[config.mk]
export PLATFORM = sky130hd
export DESIGN_NAME = gray_conv_arbiter
export DESIGN_NICKNAME = d
export VERILOG_FILES = /design/src/rtl/gray_conv_pkg.sv /design/src/rtl/gray_to_binary.sv /design/src/rtl/gray_conv_arbiter.sv
export SDC_FILE = /design/constraint.sdc
export NUM_CORES = 1
export LEC_CHECK = 0
export CAP_MARGIN = 20
export CORE_MARGIN = 5
export CORE_UTILIZATION = 45
export DETAILED_ROUTE_END_ITERATION = 10
export PLACE_DENSITY = 0.78
export SLEW_MARGIN = 0
export SYNTH_ARGS = -nofsm -noshare
export SYNTH_HDL_FRONTEND = slang
export SYNTH_HIERARCHICAL = 1
export SYNTH_SLANG_ARGS = --single-unit
[constraint.sdc]
create_clock -name clk -period 3.4 [get_ports clk]
set_input_delay 0.68 -clock clk [delete_from_list [all_inputs] [get_ports clk]]
set_output_delay 0.68 -clock clk [all_outputs]
set_load 0.02 [all_outputs]
[src/rtl/gray_conv_pkg.sv]
// Shared types and helpers for the Gray-decode arbiter slice.
package gray_conv_pkg;

  localparam int CNT_W   = 16;
  localparam int MAX_REQ = 32;

  typedef struct packed {
    logic       found;
    logic [4:0] idx;
  } pick_t;

  // Width of a requester index; a single requester still gets one bit.
  function automatic int id_width(input int n);
    return (n > 1) ? $clog2(n) : 1;
  endfunction

  // Round-robin search: first set bit of vld at or after ptr, wrapping at n.
  function automatic pick_t rr_pick(input logic [MAX_REQ-1:0] vld,
                                    input int unsigned        ptr,
                                    input int unsigned        n);
    pick_t       r;
    int unsigned idx;
    r = '0;
    for (int unsigned k = 0; k < MAX_REQ; k++) begin
      if (k < n) begin
        idx = ptr + k;
        if (idx >= n) idx = idx - n;
        if (!r.found && vld[idx[4:0]]) begin
          r.found = 1'b1;
          r.idx   = idx[4:0];
        end
      end
    end
    return r;
  endfunction

endpackage

[src/rtl/gray_to_binary.sv]
// Combinational Gray-to-binary decoder.
module gray_to_binary #(
  parameter int N = 4
) (
  input  logic [N-1:0] gray_i,
  output logic [N-1:0] bin_o
);

  // Each binary bit is the running XOR of the Gray bits from the MSB down.
  always_comb begin
    bin_o        = '0;
    bin_o[N-1]   = gray_i[N-1];
    for (int unsigned k = 1; k < N; k++) begin
      bin_o[N-1-k] = bin_o[N-k] ^ gray_i[N-1-k];
    end
  end

endmodule

[src/rtl/gray_conv_arbiter.sv]
// Round-robin sharing of one Gray decoder among NUM_REQ requesters,
// with a single registered, ID-tagged result stage.
module gray_conv_arbiter
  import gray_conv_pkg::*;
#(
  parameter  int NUM_REQ = 4,
  parameter  int W       = 4,
  localparam int IDW     = id_width(NUM_REQ)
) (
  input  logic               clk,
  input  logic               rst_n,
  input  logic [NUM_REQ-1:0] req_valid,
  output logic [NUM_REQ-1:0] req_ready,
  input  logic [W-1:0]       req_gray [NUM_REQ],
  output logic               out_valid,
  input  logic               out_ready,
  output logic [W-1:0]       out_binary,
  output logic [IDW-1:0]     out_id,
  output logic [CNT_W-1:0]   out_count
);

  logic [IDW-1:0]   ptr_q,        ptr_d;
  logic             out_valid_q,  out_valid_d;
  logic [W-1:0]     out_binary_q, out_binary_d;
  logic [IDW-1:0]   out_id_q,     out_id_d;
  logic [CNT_W-1:0] out_count_q,  out_count_d;

  pick_t          pick;
  logic [IDW-1:0] grant;
  logic           can_accept;
  logic           accept;
  logic           drain;
  logic [W-1:0]   gray_sel;
  logic [W-1:0]   bin_sel;
  logic           pick_unused;

  assign pick_unused = &{1'b0, pick.idx};

  gray_to_binary #(.N(W)) u_g2b (
    .gray_i (gray_sel),
    .bin_o  (bin_sel)
  );

  // Arbitration, handshake decode and next-state selection.
  always_comb begin
    pick       = rr_pick(MAX_REQ'(req_valid), 32'(ptr_q), 32'(NUM_REQ));
    grant      = pick.idx[IDW-1:0];
    can_accept = !out_valid_q || out_ready;
    // Gated by rst_n so nothing is offered as accepted in a reset cycle.
    accept     = rst_n && pick.found && can_accept;
    drain      = out_valid_q && out_ready;
    gray_sel   = req_gray[grant];

    req_ready = '0;
    if (accept) req_ready[grant] = 1'b1;

    ptr_d        = ptr_q;
    out_valid_d  = out_valid_q;
    out_binary_d = out_binary_q;
    out_id_d     = out_id_q;
    out_count_d  = out_count_q + CNT_W'(drain);

    if (accept) begin
      out_valid_d  = 1'b1;
      out_binary_d = bin_sel;
      out_id_d     = grant;
      ptr_d        = (grant == IDW'(NUM_REQ - 1)) ? '0 : grant + 1'b1;
    end else if (drain) begin
      out_valid_d  = 1'b0;
    end
  end

  // State registers with synchronous active-low reset.
  always_ff @(posedge clk) begin
    if (!rst_n) begin
      ptr_q        <= '0;
      out_valid_q  <= 1'b0;
      out_binary_q <= '0;
      out_id_q     <= '0;
      out_count_q  <= '0;
    end else begin
      ptr_q        <= ptr_d;
      out_valid_q  <= out_valid_d;
      out_binary_q <= out_binary_d;
      out_id_q     <= out_id_d;
      out_count_q  <= out_count_d;
    end
  end

  assign out_valid  = out_valid_q;
  assign out_binary = out_binary_q;
  assign out_id     = out_id_q;
  assign out_count  = out_count_q;

endmodule

# After elaboration in Yosys (flattened, before gate mapping)
# Index checks and enable logic that the tools add are counted.
# totals
ff_bits,25
output_inout_bits,27
# op_classes
add_sub_neg,9
magnitude_cmp,11
n_eq_ne,1
n_mux,25
bitwise_logic,4
reduce_logical,13
# ops
cell,n
$lt A5 B6 Y1 const B,4
$mux W6,4
$bmux W1 S5,4
$mux W5,4
$add A16 B1 Y16,1
$ge A3 B3 Y1 const B,4
$mux W4,3
$sub A3 B3 Y4 const B,3
$bmux W4 S2,1
$logic_and A1 B1 Y1,7
$mux W1,7
$add A2 B2 Y3 const B,2
$logic_not A1 Y1,4
$sub A2 B3 Y4 const B,1
$add A2 B1 Y3 const B,1
$ge A2 B3 Y1 const B,1
$lt A2 B3 Y1 const B,1
$not A2 Y3,1
$xor A1 B1 Y1,3
$add A2 B1 Y2 const B,1
$demux W1 S2,1
$eq A2 B2 Y1 const B,1
$ge A2 B1 Y1 const B,1
$mux W2,1
other kinds (2),2

# Longest topological paths before layout
# logic_depth
depth_word,21
depth_mapped,14

# Cells and area by module
# Netlist, hierarchy kept.
# modules_own_cells
module,instances,cells_per_inst,area_each_um2,seq_area_each_um2
gray_conv_arbiter,1,163,1519.0,500.5
gray_to_binary,1,5,50.0,0.0

# Worst setup path before layout
# OpenSTA, ideal clock, no wires.
# synth_path
path_kind,reg-to-output
startpoint,reg ptr_q[0]
endpoint,out req_ready[1]
arrival_ns,2.399
path_slack_ns,0.321
stages_incl_launch_ff,9
cell_sequence,dfxtp_1 > buf_6 > inv_1 > ha_1 > or3_1 > and3b_1 > nor4b_2 > or2_2 > nor2_1
# synth_between
elab_chain_cells,19
word_cells_on_any_way,41
classes_between,add/sub (7); order compare (6); mux (19); reduce/logical (9)
# synth_rtl
element,line,source
start: declaration,gray_conv_arbiter.sv:22,"logic [IDW-1:0] ptr_q, ptr_d;"
start signal: assignment,gray_conv_arbiter.sv:82,ptr_q <= ptr_d;
"parallel branches: the longest is 13 deep, another holds $sub A3 B3 Y4",--,
$mux W6 *,gray_conv_pkg.sv:28,if (!r.found && vld[idx[4:0]]) begin
$lt A2 B3 Y1 (implied by the code) / $ge A2 B1 Y1 (equally long branches),gray_conv_arbiter.sv:55,if (accept) req_ready[grant] = 1'b1;
$logic_and A1 B1 Y1 (implied by the code),gray_conv_arbiter.sv:55,
$mux W1 (implied by the code),gray_conv_arbiter.sv:55,
$demux W1 S2,gray_conv_arbiter.sv:55,
$mux W4 *,gray_conv_arbiter.sv:55,
end: declaration,gray_conv_arbiter.sv:13,"output logic [NUM_REQ-1:0] req_ready,"
# Every way passes the cells marked *. The select of a mux whose other input is x is not followed.

# Worst setup path after layout
# layout_path
startpoint,reg ptr_q[1]
endpoint,out req_ready[0]
# Same word-level chain as after synthesis.

==> flow_metrics.tcl <==
set metrics [dict create \
    yosysSeqAreaShare 0.319 \
    placement_rows 21 \
    power_mw 1.97 \
    m1WireLength_um 1510 \
    wirelength_um 3730 \
    cts_tree "yes" \
    drtAntennaViolNets 0 \
    synth_top_area_cell "dfxtp_1" \
    maxSlewViolCount 0 \
    outcome "complete, no violations" \
    slew_headroom 0.685 \
    antenna_found_initial 0 \
    reg2reg_slack_ps 540 \
    start_kind "register" \
    end_kind "output pin" \
    finalCritPeriodShare 0.951 \
    start_util 0.467 \
    hold_path_end "out_binary[2]$_SDFFE_PN0P_" \
    setup_viol 0 \
    core-area_mm2 0.00336 \
    grt_pass1_vias 1514 \
    clkSinkCount 25 \
    route.met3.wl_um 260 \
    synth-xor-area-share 0.111 \
    crit_path_cell_trace "inv_1 -> ha_2 -> a21boi_1 -> a22oi_1 -> o22ai_1 -> a2bb2oi_2 -> nor2_2 -> and3_1 -> clkdlybuf4s15_2" \
    tns_ps 0 \
    crit_family "compound AO/OA/AOI/OAI gates" \
    ios 50 \
    dpl.hpwl_um 2910 \
    synth_fa_ha_area_frac 0.0478 \
    synth-compound-area-share 0.110 \
    fp.dieH_um 69.1 \
    synth_top_area_share 0.319 \
    syn_to_final_growth_pct 47.5 \
    fp.dieW_um 69.1 \
    slowest_stage "dfxtp_1" \
    rsz0062_at_grt "false" \
    slowest_delay_ps 410 \
    ff2ff_path_depth 13 \
    maxCapViolations 0 \
    synth.area.mux_share 0.146 \
    hp-class "reg2reg" \
    post-place-ws_ps -432 \
    r2r-end "out_binary[1]$_SDFFE_PN0P_" \
    cts_hold_buffers 0 \
    timing.final.crit_period_ps 3230 \
    io_buffers 49 \
    via_per_inst 5.20 \
    yosys.area_share.simple 0.216 \
    cts-root-buf "clkbuf_4" \
    grt_overflow_total 0 \
    yosys_warnings 6 \
    min_path_cells 2 \
    synth_top_family_by_area "simple AND/OR/NAND/NOR gates" \
    synth_cells 168 \
    worstPathArrival_ps 2550 \
    synth.top_cells.by_area "dfxtp_1 32%, mux2i_1 9.6%, xor2_1 7.3%" \
    min_from "out_binary[2]$_SDFFE_PN0P_" \
    layout_common_cells "41 x clkdlybuf4s50_1, 26 x buf_4, 24 x dfxtp_1" \
    fin_ws_ps 165 \
    synthesis.nets 197 \
    gp_congestion 0.836 \
    utilization 0.688 \
    htree_levels 1 \
    dieArea_mm2 0.00477 \
    ys_ff_latch 25 \
    grt_max_degree 18 \
    syn_avg_cell_area_um2 9.34 \
    cts.clk_slew.worst_paths_ps 140 \
    path_class "reg2out" \
    vias 1481 \
    yosysUniqueCellTypes 44 \
    worst-path-max-fanout 6 \
    finalClockSkew_ps 9.47 \
    antenna_cells 0 \
    reg2reg_from "ptr_q[1]$_SDFFE_PN0P_" \
    drtPass1Iterations 4 \
    clk-insertion-delay-late_ps 320 \
    track_usage 0.163 \
    max_freq_ghz 0.309 \
    irDropWorstVdd_mv 0.591 \
    pwr_density_cell_mw_per_mm2 853 \
    grt_pass1_wl_um 6550 \
    final_common_cell "clkdlybuf4s50_1" \
    fin_nets 269 \
    dr_wl_met2_um 1850 \
    drive_gt1_frac 0.243 \
    worst-path-buf-inv 2 \
    drc 0 \
    nFillCells 286 \
    wire_per_inst_um 13.1 \
    crit_required_ps 2720 \
    tightest_slew_ps 470 \
    cts_made_buffers 3 \
    hold_viol 0 \
    drt-initial-drc-count 74 \
    netlist_area_mm2 0.00157 \
    top_layer "met4" \
    clockBufferDepth 2 \
    leakage_nw 0.978 \
]
Yosys cell counts, drive strengths merged:
cell type / number
dfxtp: 25
nor2: 19
mux2i: 15
nand2: 15
xor2: 14
ha: 6
a21oi: 5
and3: 5
buf: 5
nand3: 5
nand4: 5
xnor2: 5
and2: 4
clkbuf: 4
o21ai: 4
inv: 3
mux2: 3
a31oi: 2
and4: 2
mux4: 2
nand2b: 2
a211oi: 1
a21boi: 1
a221oi: 1
a22oi: 1
a2bb2oi: 1
a311o: 1
and3b: 1
clkinv: 1
nand3b: 1
nand4b: 1
nor2b: 1
nor4b: 1
o211ai: 1
o221ai: 1
o22ai: 1
o31ai: 1
or2: 1
or3: 1
cells by family (layout without fill, tap and decap cells):
group | after synthesis | count (layout)
AND/OR/NAND/NOR | 64 | 64
flip-flops | 25 | 25
AO/OA/AOI/OAI | 21 | 21
multiplexers | 20 | 20
XOR/XNOR | 19 | 19
buffers and inverters | 13 | 84
adder cells (fa/ha/maj) | 6 | 6
state kept, by name, summed over array words and instances, names as in the netlist:
signal      cells
out_binary      4
out_count      16
out_id          2
out_valid       1
ptr_q           2
report_power, final:
part	switching, mW	internal [mW]	total [mW]
Combinational	0.679	0.785	1.46
Clock	0.0878	0.0449	0.133
Sequential	0.0348	0.343	0.378
Total	0.801	1.17	1.97
metrics by stage:
step | area (um^2) | instances | hold WS (ps)
after floorplan | 1570 | 168 | 538
after global placement | 2200 | 272 | 447
after detailed placement | 2200 | 272 | 449
after CTS | 2300 | 284 | 469
after global routing | 2310 | 285 | 493
final | 2310 | 285 | 467
tightest hold or removal path, stage by stage, from the launching register on:
cell and delay [ps]:
dfxtp_1 330, nand2_1 70, o21ai_2 40
metal layers:
metal	vias to the layer above	track usage
li1	737	-
met1	682	0.173
met2	52	0.288
met3	10	0.0480
met4	0	0.0846
met5	-	0
how the worst max path moves through the flow:
| stage | start | endpoint | slack [ps] | depth (start not counted) |
|---|---|---|---|---|
| after global routing | req_valid[1] | req_ready[3] | 10 | 8 |
| final | ptr_q[1]$_SDFFE_PN0P_ | req_ready[0] | 170 | 9 |
| after floorplan | ptr_q[0]$_SDFFE_PN0P_ | req_ready[1] | 320 | 8 |
| after global placement | req_valid[1] | req_ready[1] | -360 | 8 |
| after detailed placement | req_valid[1] | req_ready[1] | -430 | 8 |
| after CTS | ptr_q[1]$_SDFFE_PN0P_ | req_ready[0] | 60 | 9 |
repair_timing:
item / CTS / global route
gates resized for setup: 23 / 2
endpoints found under the hold margin: 0 / 0
setup buffers: 8 / 1
setup endpoints to repair: 4 / 3
pin swaps: 1 / 0
final cells by class:
class | count | area (um^2) | share of cell area
Multi-Input combinational cell | 130 | 1020 | 0.439
Timing Repair Buffer | 76 | 693 | 0.299
Sequential cell | 25 | 502 | 0.217
Tap cell | 46 | 57.6 | 0.0249
Clock buffer | 3 | 22.5 | 0.00973
Inverter | 4 | 15.0 | 0.00649
Clock inverter | 1 | 7.51 | 0.00324
(Power assumes the default switching activity.)
